**config.mk**
```make
export PLATFORM = sky130hd
export DESIGN_NAME = elevator_dispatch
export DESIGN_NICKNAME = d
export VERILOG_FILES = /design/src/rtl/elevator_pkg.sv /design/src/rtl/elevator_dispatch_tick_timer.sv /design/src/rtl/elevator_dispatch.sv
export SDC_FILE = /design/constraint.sdc
export NUM_CORES = 1
export LEC_CHECK = 0
export CORE_MARGIN = 2
export CORE_UTILIZATION = 30
export DETAILED_ROUTE_END_ITERATION = 16
export PLACE_DENSITY = 0.59
export SLEW_MARGIN = 20
export SYNTH_ARGS = -nofsm -noshare
export SYNTH_HDL_FRONTEND = slang
export SYNTH_SLANG_ARGS = --single-unit
```
**constraint.sdc**
```tcl
create_clock -name clk -period 10.4 [get_ports clk]
set_input_delay 1.56 -clock clk [delete_from_list [all_inputs] [get_ports clk]]
set_output_delay 1.56 -clock clk [all_outputs]
set_load 0.05 [all_outputs]
```
**src/rtl/elevator_pkg.sv**
```systemverilog
// Shared types for the elevator simulation: motion state encoding and travel direction.
// vgaController imports sim_state_t so both blocks agree on the 2-bit state code.
package elevator_pkg;

  typedef enum logic [1:0] {
    IDLE      = 2'b00,
    MOVE_UP   = 2'b01,
    MOVE_DOWN = 2'b10,
    DOOR_OPEN = 2'b11
  } sim_state_t;

  typedef enum logic {
    DIR_UP   = 1'b0,
    DIR_DOWN = 1'b1
  } dir_t;

  localparam int MAX_FLOORS = 8;

endpackage

```
**src/rtl/elevator_dispatch_tick_timer.sv**
```systemverilog
// Loadable down-counter shared by the travel and door-dwell phases; done is high at zero.
// Load has priority over counting, and the count parks at zero rather than wrapping.
module tick_timer #(
  parameter int WIDTH = 26
) (
  input  logic             clk,
  input  logic             rst,
  input  logic             load,
  input  logic [WIDTH-1:0] load_val,
  input  logic             en,
  output logic             done
);

  logic [WIDTH-1:0] count_q, count_d;

  always_comb begin
    count_d = count_q;
    if (load) begin
      count_d = load_val;
    end else if (en && (count_q != '0)) begin
      count_d = count_q - 1'b1;
    end
  end

  // NOTE: non-blocking assignments in clocked blocks so every flop samples pre-edge values.
  always_ff @(posedge clk) begin
    if (rst) count_q <= '0;
    else     count_q <= count_d;
  end

  assign done = (count_q == '0);

endmodule

```
**src/rtl/elevator_dispatch.sv**
```systemverilog
// SCAN car-motion sequencer: latches call pulses into a pending register, keeps moving in one
// direction while requests lie ahead, and times floor-to-floor travel and door dwell.
module elevator_dispatch
  import elevator_pkg::*;
#(
  parameter int FLOORS       = 8,
  parameter int TRAVEL_TICKS = 25_000_000,
  parameter int DOOR_TICKS   = 50_000_000,
  parameter int TIMER_W      = 26
) (
  input  logic                  clk,
  input  logic                  rst,
  input  logic [FLOORS-1:0]     call,
  output logic [1:0]            sim_state,
  output logic [MAX_FLOORS-1:0] destination,
  output logic [2:0]            current_floor,
  output logic [FLOORS-1:0]     pending
);

  localparam logic [TIMER_W-1:0] TRAVEL_LOAD = TIMER_W'(TRAVEL_TICKS - 1);
  localparam logic [TIMER_W-1:0] DOOR_LOAD   = TIMER_W'(DOOR_TICKS - 1);
  localparam logic [2:0]         TOP_FLOOR   = 3'(FLOORS - 1);

  function automatic logic [FLOORS-1:0] onehot(input logic [2:0] f);
    logic [FLOORS-1:0] res;
    for (int i = 0; i < FLOORS; i++) res[i] = (i == int'(f));
    return res;
  endfunction

  function automatic logic [FLOORS-1:0] mask_above(input logic [2:0] f);
    logic [FLOORS-1:0] res;
    for (int i = 0; i < FLOORS; i++) res[i] = (i > int'(f));
    return res;
  endfunction

  function automatic logic [FLOORS-1:0] mask_below(input logic [2:0] f);
    logic [FLOORS-1:0] res;
    for (int i = 0; i < FLOORS; i++) res[i] = (i < int'(f));
    return res;
  endfunction

  // Nearest request strictly above f: scan downward so the lowest qualifying bit wins.
  function automatic logic [FLOORS-1:0] pick_above(input logic [FLOORS-1:0] m,
                                                   input logic [2:0]        f);
    logic [FLOORS-1:0] res;
    res = '0;
    for (int i = FLOORS - 1; i >= 0; i--) begin
      if (m[i] && (i > int'(f))) res = onehot(3'(i));
    end
    return res;
  endfunction

  function automatic logic [FLOORS-1:0] pick_below(input logic [FLOORS-1:0] m,
                                                   input logic [2:0]        f);
    logic [FLOORS-1:0] res;
    res = '0;
    for (int i = 0; i < FLOORS; i++) begin
      if (m[i] && (i < int'(f))) res = onehot(3'(i));
    end
    return res;
  endfunction

  // Floor the IDLE decision would head for next, given pending mask, floor and direction.
  function automatic logic [FLOORS-1:0] idle_target(input logic [FLOORS-1:0] m,
                                                    input logic [2:0]        f,
                                                    input dir_t              d);
    logic [FLOORS-1:0] up_pick, dn_pick;
    up_pick = pick_above(m, f);
    dn_pick = pick_below(m, f);
    if (|(m & onehot(f))) return onehot(f);
    if (d == DIR_UP)      return (|up_pick) ? up_pick : dn_pick;
    return (|dn_pick) ? dn_pick : up_pick;
  endfunction

  sim_state_t                state_q, state_d;
  dir_t                      dir_q, dir_d;
  logic [2:0]                floor_q, floor_d;
  logic [FLOORS-1:0]         pending_q, pending_d;
  logic [MAX_FLOORS-1:0]     dest_q, dest_d;
  logic [FLOORS-1:0]         clr, dest_f;
  logic [2:0]                next_floor;
  logic                      above, below, here;
  logic                      timer_load, timer_en, timer_done;
  logic [TIMER_W-1:0]        timer_val;

  assign above = |(pending_q & mask_above(floor_q));
  assign below = |(pending_q & mask_below(floor_q));
  assign here  = |(pending_q & onehot(floor_q));

  always_comb begin
    // NOTE: every signal gets a default first so no path through the case infers a latch.
    state_d    = state_q;
    dir_d      = dir_q;
    floor_d    = floor_q;
    clr        = '0;
    timer_load = 1'b0;
    timer_val  = TRAVEL_LOAD;
    timer_en   = 1'b0;
    next_floor = floor_q;

    case (state_q)
      IDLE: begin
        if (here) begin
          state_d    = DOOR_OPEN;
          clr        = onehot(floor_q);
          timer_load = 1'b1;
          timer_val  = DOOR_LOAD;
        end else if ((dir_q == DIR_UP && above) || (dir_q == DIR_DOWN && !below && above)) begin
          state_d    = MOVE_UP;
          dir_d      = DIR_UP;
          timer_load = 1'b1;
        end else if (below) begin
          state_d    = MOVE_DOWN;
          dir_d      = DIR_DOWN;
          timer_load = 1'b1;
        end
      end

      MOVE_UP, MOVE_DOWN: begin
        if ((state_q == MOVE_UP && floor_q == TOP_FLOOR) ||
            (state_q == MOVE_DOWN && floor_q == 3'd0)) begin
          state_d = IDLE;
        end else if (timer_done) begin
          next_floor = (state_q == MOVE_UP) ? floor_q + 3'd1 : floor_q - 3'd1;
          floor_d    = next_floor;
          if (|(pending_q & onehot(next_floor))) begin
            state_d    = DOOR_OPEN;
            clr        = onehot(next_floor);
            timer_load = 1'b1;
            timer_val  = DOOR_LOAD;
          end else if ((state_q == MOVE_UP   && |(pending_q & mask_above(next_floor))) ||
                       (state_q == MOVE_DOWN && |(pending_q & mask_below(next_floor)))) begin
            timer_load = 1'b1;
          end else begin
            state_d = IDLE;
          end
        end else begin
          timer_en = 1'b1;
        end
      end

      DOOR_OPEN: begin
        // Calls for the floor whose doors are open are absorbed, not queued.
        clr = onehot(floor_q);
        if (timer_done) state_d = IDLE;
        else            timer_en = 1'b1;
      end

      default: state_d = IDLE;
    endcase

    pending_d = (pending_q | call) & ~clr;
  end

  always_comb begin
    case (state_d)
      MOVE_UP:   dest_f = pick_above(pending_d, floor_d);
      MOVE_DOWN: dest_f = pick_below(pending_d, floor_d);
      default:   dest_f = idle_target(pending_d, floor_d, dir_d);
    endcase
    dest_d             = '0;
    dest_d[FLOORS-1:0] = dest_f;
  end

  always_ff @(posedge clk) begin
    if (rst) begin
      state_q   <= IDLE;
      dir_q     <= DIR_UP;
      floor_q   <= '0;
      pending_q <= '0;
      dest_q    <= '0;
    end else begin
      state_q   <= state_d;
      dir_q     <= dir_d;
      floor_q   <= floor_d;
      pending_q <= pending_d;
      dest_q    <= dest_d;
    end
  end

  tick_timer #(.WIDTH(TIMER_W)) u_timer (
    .clk      (clk),
    .rst      (rst),
    .load     (timer_load),
    .load_val (timer_val),
    .en       (timer_en),
    .done     (timer_done)
  );

  assign sim_state     = state_q;
  assign current_floor = floor_q;
  assign pending       = pending_q;
  assign destination   = dest_q;

endmodule

```
Word-level counts from Yosys, hierarchy flattened
Index checks and enable logic that the tools add are counted.

storage, ports and cells
  bits in registers = 48
  input port bits = 10
  word-level logic and storage cells = 202
  output and inout port bits = 21

operators by class
  equal/unequal tests = 27
  bitwise logic cells = 11
  reductions and logical operators = 45
  add/sub/neg operators = 3
  magnitude comparators = 42
  mux-type cells = 68

operators by type and width
  operator                 number
  $mux W8                  25
  $mux W26                 6
  $reduce_or A8 Y1         9
  $pmux W26 S2             1
  $and A8 B8 Y8            6
  $eq A3 B3 Y1 const A     12
  $gt A3 B3 Y1 const A     12
  $lt A3 B3 Y1 const A     9
  $logic_not A26 Y1        1
  $reduce_bool A26 Y1      1
  $sub A26 B1 Y26 const B  1
  $pmux W8 S3              1
  $logic_and A1 B1 Y1      22
  $mux W1                  19
  $eq A2 B3 Y1 const A     6
  $gt A2 B3 Y1 const A     6
  $lt A1 B3 Y1 const A     6
  $lt A2 B3 Y1 const A     6
  $and A8 B7 Y8            2
  $mux W2                  8
  $pmux W8 S2              1
  $logic_not A3 Y1         4
  $mux W3                  4
  $eq A1 B3 Y1 const A     3
  16 further kinds         25

Logic depth before layout (Yosys ltp)
Gate-level depths: netlist of the first run.

  depth in word-level cells = 26
  gate-level depth with buffers = 20
  gate-level depth less buffers = 18

By module
Synthesis of the first run repeated with hierarchy kept, for this count alone.

second synthesis, totals
  cell total of the unflattened synthesis = 585
  area, all modules = 4471.8 um2

by module, submodules not included
  module             instances  cells an instance  area an instance (um2)
  elevator_dispatch  1          384                2817.7
  tick_timer         1          201                1654.1

Worst setup path after synthesis of the first run
OpenSTA, ideal clock, no wires.

  kind = reg2reg
  from = register floor_q[0], in the netlist current_floor[0]
  to = register dest_q[5], in the netlist destination[5]
  data arrival time = 4.351 ns
  stages on the path, launching flop included = 21
  path slack = 5.957 ns
  setup time = 0.093 ns
  data required time = 10.307 ns
  period minus slack after synthesis = 4.443 ns
  buffers on the path = 4
  path through = dfxtp_1 -> clkbuf_1 -> inv_1 -> ha_1 -> clkbuf_1 -> xor2_1 -> clkbuf_1 -> nand2_1 -> nor3_1 -> or3_1 -> a31oi_1 -> nor3_1 -> o21a_1 -> a311oi_1 -> inv_1 -> ha_1 -> clkbuf_1 -> nand3_1 -> a21oi_1 -> a21oi_1 -> o32ai_1

between the ends
  elaborated cells on any way between the ends = 164

RTL lines
  element                                                RTL line                                            RTL
  from (decl)                                            elevator_dispatch.sv:77                             logic [2:0] floor_q, floor_d;
  from (signal assigned)                                 elevator_dispatch.sv:175                            floor_q <= floor_d;
  $sub A3 B1 Y3 / $add A3 B1 Y3 (equally long branches)  elevator_dispatch.sv:124                            next_floor = (state_q == MOVE_UP) ? floor_q + 3'd1 : floor_q - 3'd1;
  $mux W3                                                elevator_dispatch.sv:124
  $gt A1 B3 Y1 (tied with other cells)                   elevator_dispatch.sv:32                             for (int i = 0; i < FLOORS; i++) res[i] = (i > int'(f));
  $and A8 B8 Y8 / $and A8 B7 Y8 (equally long branches)  elevator_dispatch.sv:131, elevator_dispatch.sv:132
  $reduce_or A8 Y1, on equally long branches             elevator_dispatch.sv:131, elevator_dispatch.sv:132
  $logic_and A1 B1 Y1, on equally long branches          elevator_dispatch.sv:131, elevator_dispatch.sv:132
  $logic_or A1 B1 Y1                                     elevator_dispatch.sv:131                            end else if ((state_q == MOVE_UP && |(pending_q & mask_above(next_floor))) ||
  $mux W2                                                elevator_dispatch.sv:131
  $mux W2                                                elevator_dispatch.sv:126                            if (|(pending_q & onehot(next_floor))) begin
  $mux W2                                                elevator_dispatch.sv:123                            end else if (timer_done) begin
  $mux W2                                                elevator_dispatch.sv:120                            if ((state_q == MOVE_UP && floor_q == TOP_FLOOR) ||
  $pmux W2 S3 (*)                                        elevator_dispatch.sv:101                            case (state_q)
  named net state_d[0]                                   elevator_dispatch.sv:75                             sim_state_t state_q, state_d;
  $eq A2 B2 Y1 / $eq A2 B1 Y1 (equally long branches)    elevator_dispatch.sv:156                            case (state_d)
  $pmux W8 S2 (*)                                        elevator_dispatch.sv:156
  to (signal assigned)                                   elevator_dispatch.sv:177                            dest_q <= dest_d;
  to (decl)                                              elevator_dispatch.sv:79                             logic [MAX_FLOORS-1:0] dest_q, dest_d;

Mark *: on every way through the listed nets, which the timed path passes. The rest lies on a longest branch. The select of a mux whose other input is x is not followed.
A chain may end at the register's enable or synchronous reset.

Final worst setup path of the first run
  from = register floor_q[0], in the netlist current_floor[0]
  to = register dest_q[1], in the netlist destination[1]

The elaborated chain is that of the path after synthesis.

==> results of run 1 <==
[kinds of logic (layout without fill, tap and decap cells)]
family / Yosys count / after routing / synth area share [%]
AND/OR/NAND/NOR: 206 / 206 / 27.73
AO/OA/AOI/OAI: 160 / 160 / 28.81
buffers and inverters: 51 / 67 / 5.044
flip-flops: 48 / 48 / 24.37
XOR/XNOR: 24 / 24 / 5.330
adder cells (fa/ha/maj): 17 / 17 / 5.393
multiplexers: 11 / 11 / 3.331
[registers in the layout, summed over array words and instances, names as in the netlist]
name	count
dir_q	1
destination	8
pending	8
current_floor	3
u_timer.count_q	26
sim_state	2
[worst max-delay path, cell delays in order, from the launching register on]
cell and delay [ns]:
sky130_fd_sc_hd__dfxtp_1 0.73, sky130_fd_sc_hd__inv_1 0.29, sky130_fd_sc_hd__ha_1 0.51, sky130_fd_sc_hd__xor2_1 0.68, sky130_fd_sc_hd__nor3_1 0.22, sky130_fd_sc_hd__nand2_1 0.12
sky130_fd_sc_hd__a21oi_1 0.06, sky130_fd_sc_hd__or3_1 0.32, sky130_fd_sc_hd__a31oi_1 0.23, sky130_fd_sc_hd__nor3_1 0.08, sky130_fd_sc_hd__o21a_1 0.20, sky130_fd_sc_hd__a311oi_1 0.41
sky130_fd_sc_hd__inv_1 0.09, sky130_fd_sc_hd__ha_1 0.59, sky130_fd_sc_hd__nand2b_1 0.22, sky130_fd_sc_hd__nor2_1 0.09, sky130_fd_sc_hd__a221oi_1 0.25, sky130_fd_sc_hd__o32ai_1 0.13
[final cells by class]
class	count	share of cell area [%]
multi-input combinational	418	61.37
sequential	48	21.17
timing repair buffer	33	7.113
tap	172	4.742
clock buffer	7	3.364
inverter	27	2.233
[metrics by stage]
stage	util, %	instance area, µm²	hold slack, ns	worst slack, ns
3_5_place_dp	34.46	4384	0.4850	5.155
4_1_cts	35.66	4537	0.4938	5.137
5_1_grt	35.67	4538	0.5558	4.409
2_1_floorplan	-	3944	0.4596	5.957
3_3_place_gp	34.46	4384	0.4700	5.341
6_report	35.67	4538	0.5115	5.025
[cell usage in the layout, fill, tap and decap left out, types with 5 or more instances in the layout]
cell type,netlist,layout
sky130_fd_sc_hd__ha_1,17,17
sky130_fd_sc_hd__nand2_1,42,42
sky130_fd_sc_hd__xnor2_1,20,20
sky130_fd_sc_hd__clkdlybuf4s50_1,0,30
sky130_fd_sc_hd__o21ai_0,28,28
sky130_fd_sc_hd__nor2_1,54,54
sky130_fd_sc_hd__dfxtp_1,48,48
sky130_fd_sc_hd__and2_1,5,5
sky130_fd_sc_hd__and3_1,5,5
sky130_fd_sc_hd__o22ai_1,7,7
sky130_fd_sc_hd__nand2b_1,9,9
sky130_fd_sc_hd__or3_1,6,6
sky130_fd_sc_hd__nand3b_1,6,6
sky130_fd_sc_hd__o211ai_1,5,5
sky130_fd_sc_hd__inv_1,27,27
sky130_fd_sc_hd__nor2b_1,10,10
sky130_fd_sc_hd__nor4_1,12,12
sky130_fd_sc_hd__nand3_1,16,16
sky130_fd_sc_hd__a31oi_1,11,11
sky130_fd_sc_hd__nor3_1,16,16
sky130_fd_sc_hd__a211oi_1,9,9
sky130_fd_sc_hd__a21oi_1,37,37
sky130_fd_sc_hd__o32ai_1,7,7
sky130_fd_sc_hd__mux2i_1,5,5
sky130_fd_sc_hd__clkbuf_16,0,5
[worst min path at each step]
stage	end
after floorplan	u_timer.count_q[7]$_SDFFE_PP0P_
after global placement	u_timer.count_q[7]$_SDFFE_PP0P_
after detailed placement	u_timer.count_q[7]$_SDFFE_PP0P_
after CTS	u_timer.count_q[7]$_SDFFE_PP0P_
after global routing	u_timer.count_q[7]$_SDFFE_PP0P_
final	u_timer.count_q[7]$_SDFFE_PP0P_
[synthesized netlist by cell type, drive strengths merged (6+ instances only)]
cell type and n:
mux2i 6, o21ai 31, a31oi 11, clkbuf 23, o22ai 7, a21oi 39, ha 17, nor2b 10
nand2b 10, nor2 54, dfxtp 48, nand3 16, or3 8, o32ai 7, nand2 42, and2 6
nor4 14, nand3b 6, inv 27, xnor2 20, a211oi 10, nor3 16
[where the power goes]
| group | total (mW) | internal [mW] | switching (mW) | leakage, nW |
|---|---|---|---|---|
| registers | 0.278 | 0.229 | 0.0497 | 0.397 |
| clock network | 0.174 | 0.101 | 0.0727 | 0.0760 |
| logic | 0.607 | 0.213 | 0.395 | 1.08 |
[metal layers]
layer  vias up  wire length (µm)
met5         -                 0
met2       162              6361
met1      2049              5827
met4         0               400
met3        33               704
li1       1950                 -
==> flow_summary.yaml, run 1 <==
clocking:
  post_cts_buffers: 0
  cts.repair.resized: 0
  worst_skew_pair.late_latency_ns: 0.30
  number_of_clock_sinks: 48
  h-tree-depth: 2
  cts-root-to-sink-buffers: 2
  cts_tree: "yes"
  cts-hold-fix-buffers: 0
  clk_pin_slew_ns: 0.07
  cts_buffers: 5
  root_buffer: "sky130_fd_sc_hd__clkbuf_16"
timing:
  timing_hold_violations_final: 0
  finalSetupTns_ns: 0
  fin_worst_skew_ns: 0.01024
  relSlewSlack_pct: 33.93
  max_freq_mhz: 186.0
  slew_of_the_pin_with_the_lowest_slew_margin_ns: 0.9819
  timing.final.crit_period_ns: 5.375
  timing_max_transition_violations_final: 0
  grt_setup_unrepaired: "no"
  finalCritPeriodShare_pct: 51.69
  setup_viol_count_final: 0
critical_path:
  endpoint_arrival_time_on_the_critical_path_ns: 5.54
  worst_setup_path_end_kind: "register"
  ff2ff_setup_slack_ns: 5.02
  worstReg2RegStart: "current_floor[0]$_SDFF_PP0_"
  r2r_end: "destination[1]$_SDFF_PP0_"
  crit_type: "register to register"
  worstPathRequired_ns: 10.56
  launching_element_type_of_the_critical_path: "register"
  reg2reg_depth: 17
  setup.worst_path.start: "current_floor[0]$_SDFF_PP0_"
  critPathMaxFanout: 20
  endpoint: "destination[1]$_SDFF_PP0_"
floorplan:
  rows: 41
  die_width_um: 118.7
  design.portCount: 31
  die_h_um: 118.7
  die_area_um2: 14080
  core-area_um2: 12720
  initial_core_util_pct: 31.00
place:
  gp_congestion: 0.9213
  place.detailed.hpwl_mm: 9.837
  dpl.cell_count: 698
  port-buffer-count: 30
global_routing:
  groute.layer.met1.usage_pct: 23.75
  grtUsageMet3_pct: 2.992
  grt-busiest-layer: "met2"
  initial_antenna_violation_count: 0
  grt_pass1_wl_mm: 21.17
  grt-ovfl-total: 0
  grt_max_degree: 39
  first_global_vias: 4013
  grt_usage_pct: 18.69
  groute.layer.met2.usage_pct: 31.57
synthesis:
  synth_area_leaders: "sky130_fd_sc_hd__dfxtp_1 (24%), sky130_fd_sc_hd__ha_1 (5.4%), sky130_fd_sc_hd__nor2_1 (5.1%), sky130_fd_sc_hd__a21oi_1 (4.7%), sky130_fd_sc_hd__xnor2_1 (4.4%)"
  synth_top_area_share_pct: 24.37
  syn_inst: 517
  edff_count_synth: 0
  ys_seq_elements: 48
  synth_async_sr_flop_share_pct: 0
  syn-cell-area_um2: 3944
  yosysUniqueCellTypes: 74
  mappedNetlistNets: 544
  synth-seq-area-share_pct: 24.37
  yosys_warnings: 0
  ys_dominant_reg_cell: "sky130_fd_sc_hd__dfxtp_1"
  synth_area_per_cell_um2: 7.628
  synth_top_cell_by_area: "sky130_fd_sc_hd__dfxtp_1"
flow_run:
  drv.max_cap_violation_count: 0
detailed_routing:
  route.detailed.wl_per_inst_um: 18.86
  final_antenna_net_count: 0
  firstDrtPassIters: 5
  totalWireLength_mm: 13.29
  drt_initial_violations: 410
  drc: 0
  viasPerCell: 5.949
  detailroute.via_count: 4194
min_path:
  worst_hold_startpoint: "u_timer.count_q[7]$_SDFFE_PP0P_"
  worstHoldPathType: "register to register"
  worst_hold_path_cells: 2
finish:
  fill_cells: 1380
  nets: 560
  drive_above_1_share_pct: 6.754
  synthToLayoutAreaGrowth_pct: 15.07
  diodes: 0
  multiInputGateArea_um2: 2785
  instances_no_fill: 705
  seqCellArea_um2: 960.9
power:
  p_total_mw: 1.059
  power_per_cell_area_nw_per_um2: 233.5
  p_leak_nw: 1.552
  ir_drop_v: 0.00009494
run_status:
  run_status: "completed"
(Power assumes the default switching activity.)
==> run 2, diff against run 1 <==
clock period = 5.5 ns   (was 10.4 ns; I/O delays follow)
==> flow_summary.yaml, run 2 (synthesized netlist as in run 1, its figures left out) <==
detailed_routing:
  drc: 0
  route.detailed.wl_per_inst_um: 18.41
  detailroute.via_count: 4087
  viasPerCell: 5.740
  drt_initial_violations: 358
  firstDrtPassIters: 5
  totalWireLength_mm: 13.11
  final_antenna_net_count: 0
critical_path:
  ff2ff_setup_slack_ns: 0.61
  r2r_end: "destination[1]$_SDFF_PP0_"
  setup.worst_path.start: "sim_state[1]$_SDFF_PP0_"
  reg2reg_depth: 16
  worstReg2RegStart: "sim_state[1]$_SDFF_PP0_"
  critPathMaxFanout: 16
  launching_element_type_of_the_critical_path: "register"
  endpoint_arrival_time_on_the_critical_path_ns: 5.02
  crit_type: "register to register"
  worst_setup_path_end_kind: "register"
  worstPathRequired_ns: 5.63
power:
  p_int_mw: 1.025
  p_comb_share_pct: 58.0
  power_share_of_the_clock_group_pct: 16.1
  seq_power_share_pct: 25.9
  power_per_cell_area_nw_per_um2: 437.3
  ir_drop_v: 0.0001390
  p_leak_nw: 1.574
  power_switching_share_pct: 48.96
  p_switching_mw: 0.9831
timing:
  finalSetupTns_ns: 0
  grt_setup_unrepaired: "no"
  finalCritPeriodShare_pct: 88.83
  fin_worst_skew_ns: 0.004946
  setup_viol_count_final: 0
  final.setup.worst_slack_ns: 0.6145
  relSlewSlack_pct: 37.88
  slew_of_the_pin_with_the_lowest_slew_margin_ns: 0.9289
  timing_max_transition_violations_final: 0
  timing_hold_violations_final: 0
  timing.final.crit_period_ns: 4.885
  max_freq_mhz: 204.7
finish:
  layout.cells.most_common: "sky130_fd_sc_hd__nor2_1"
  max_ffs_per_register: 26
  drive_above_1_share_pct: 8.148
  synthToLayoutAreaGrowth_pct: 16.43
  diodes: 0
  final_cell_mix: "sky130_fd_sc_hd__nor2_1 (54), sky130_fd_sc_hd__dfxtp_1 (48), sky130_fd_sc_hd__nand2_1 (42), sky130_fd_sc_hd__a21oi_1 (37), sky130_fd_sc_hd__clkdlybuf4s50_1 (30)"
  top_register: "u_timer.count_q"
  nets: 566
global_routing:
  first_global_vias: 3892
  initial_antenna_violation_count: 0
  grt_usage_pct: 18.46
  grt_pass1_wl_mm: 20.80
  grt-ovfl-total: 0
  grt_max_degree: 25
clocking:
  clk_pin_slew_ns: 0.07
  worst_skew_pair.late_latency_ns: 0.30
  cts-root-to-sink-buffers: 2
  number_of_clock_sinks: 48
  cts_tree: "yes"
  h-tree-depth: 2
  root_buffer: "sky130_fd_sc_hd__clkbuf_16"
  post_cts_buffers: 0
  cts_buffers: 5
  cts-hold-fix-buffers: 0
  cts.repair.resized: 0
min_path:
  worstHoldPathType: "register to register"
  worstHoldEndpoint: "u_timer.count_q[7]$_SDFFE_PP0P_"
  worst_hold_path_cells: 2
  worst_hold_startpoint: "u_timer.count_q[7]$_SDFFE_PP0P_"
floorplan:
  design.portCount: 31
  die_width_um: 118.7
  rows: 41
  initial_core_util_pct: 31.00
  core-area_um2: 12720
  die_area_um2: 14080
  die_h_um: 118.7
run_status:
  run_status: "completed"
place:
  place.detailed.hpwl_mm: 9.820
  gp_congestion: 0.9595
  post-place-ws_ns: 0.4925
  port-buffer-count: 30
flow_run:
  drv.max_cap_violation_count: 0
run 2: cell types whose count changed in the layout (fill, tap and decap cells not counted):
| cell | previous run | this run |
|---|---|---|
| sky130_fd_sc_hd__buf_4 | 3 | 9 |
| sky130_fd_sc_hd__clkinvlp_4 | 0 | 2 |
| sky130_fd_sc_hd__clkbuf_8 | 2 | 1 |
| sky130_fd_sc_hd__xor2_1 | 4 | 3 |
| sky130_fd_sc_hd__xor2_2 | 0 | 1 |
run 2: worst max-delay path by stage:
stage,endpoint,slack [ns]
2_1_floorplan,destination[5]$_SDFF_PP0_,1.06
3_3_place_gp,destination[1]$_SDFF_PP0_,0.65
3_5_place_dp,destination[1]$_SDFF_PP0_,0.49
4_1_cts,destination[1]$_SDFF_PP0_,0.46
5_1_grt,destination[1]$_SDFF_PP0_,0.19
6_report,destination[1]$_SDFF_PP0_,0.61
run 2: area by class of cell:
| type | count | area, µm² |
|---|---|---|
| fill | 1381 | 8130 |
| multi-input combinational | 418 | 2793 |
| sequential | 48 | 960.9 |
| timing repair buffer | 39 | 367.9 |
| tap | 172 | 215.2 |
| clock buffer | 6 | 138.9 |
| inverter | 27 | 101.3 |
| clock inverter | 2 | 15.01 |
run 2: per-layer routing:
metal  track usage, %  vias to the layer above  wire (µm)
met5                0                        -          0
met4            6.696                        0        320
met3            3.427                       22        768
met2            30.39                      161       6197
met1            23.96                     1943       5824
li1                 -                     1961          -
run 2: power by group through the flow:
stage | Sequential, mW | Clock (mW) | Combinational, mW
floorplan | 0.588 | 0 | 0.770
global placement | 0.524 | 0 | 1.13
detailed placement | 0.526 | 0 | 1.14
CTS | 0.520 | 0.335 | 1.14
global route | 0.533 | 0.347 | 1.27
finish | 0.521 | 0.323 | 1.16
run 2: critical path, cell delays in order (launching register included):
cell                       delay, ns
sky130_fd_sc_hd__dfxtp_1        0.45
sky130_fd_sc_hd__inv_1          0.13
sky130_fd_sc_hd__ha_1           0.36
sky130_fd_sc_hd__nor2b_1        0.26
sky130_fd_sc_hd__nor2_1         0.56
sky130_fd_sc_hd__and2_1         0.28
sky130_fd_sc_hd__a211oi_1       0.18
sky130_fd_sc_hd__a21oi_2        0.42
sky130_fd_sc_hd__nor2_1         0.11
sky130_fd_sc_hd__o21a_1         0.15
sky130_fd_sc_hd__a311oi_1       0.44
sky130_fd_sc_hd__inv_1          0.09
sky130_fd_sc_hd__ha_1           0.58
sky130_fd_sc_hd__nand2b_1       0.20
sky130_fd_sc_hd__nor2_1         0.08
sky130_fd_sc_hd__a221oi_1       0.28
sky130_fd_sc_hd__o32ai_1        0.14
run 2: stage by stage:
step                      hold WS, ns  utilization [%]  power, mW  std cells  instance area (µm²)
after floorplan                0.4596                -      1.358        517                 3944
after global placement         0.4720            34.82      1.652        704                 4429
after detailed placement       0.4874            34.82      1.664        704                 4429
after CTS                      0.4969            36.02      1.996        712                 4583
after global routing           0.5294            36.09      2.149        712                 4592
final                          0.4930            36.09      2.008        712                 4592
==> run 3, diff against run 2 <==
SKIP_LAST_GASP = 1   (was not set)
==> results of run 3 <==
Final layout, timing and power as in run 2 (identical DEF).
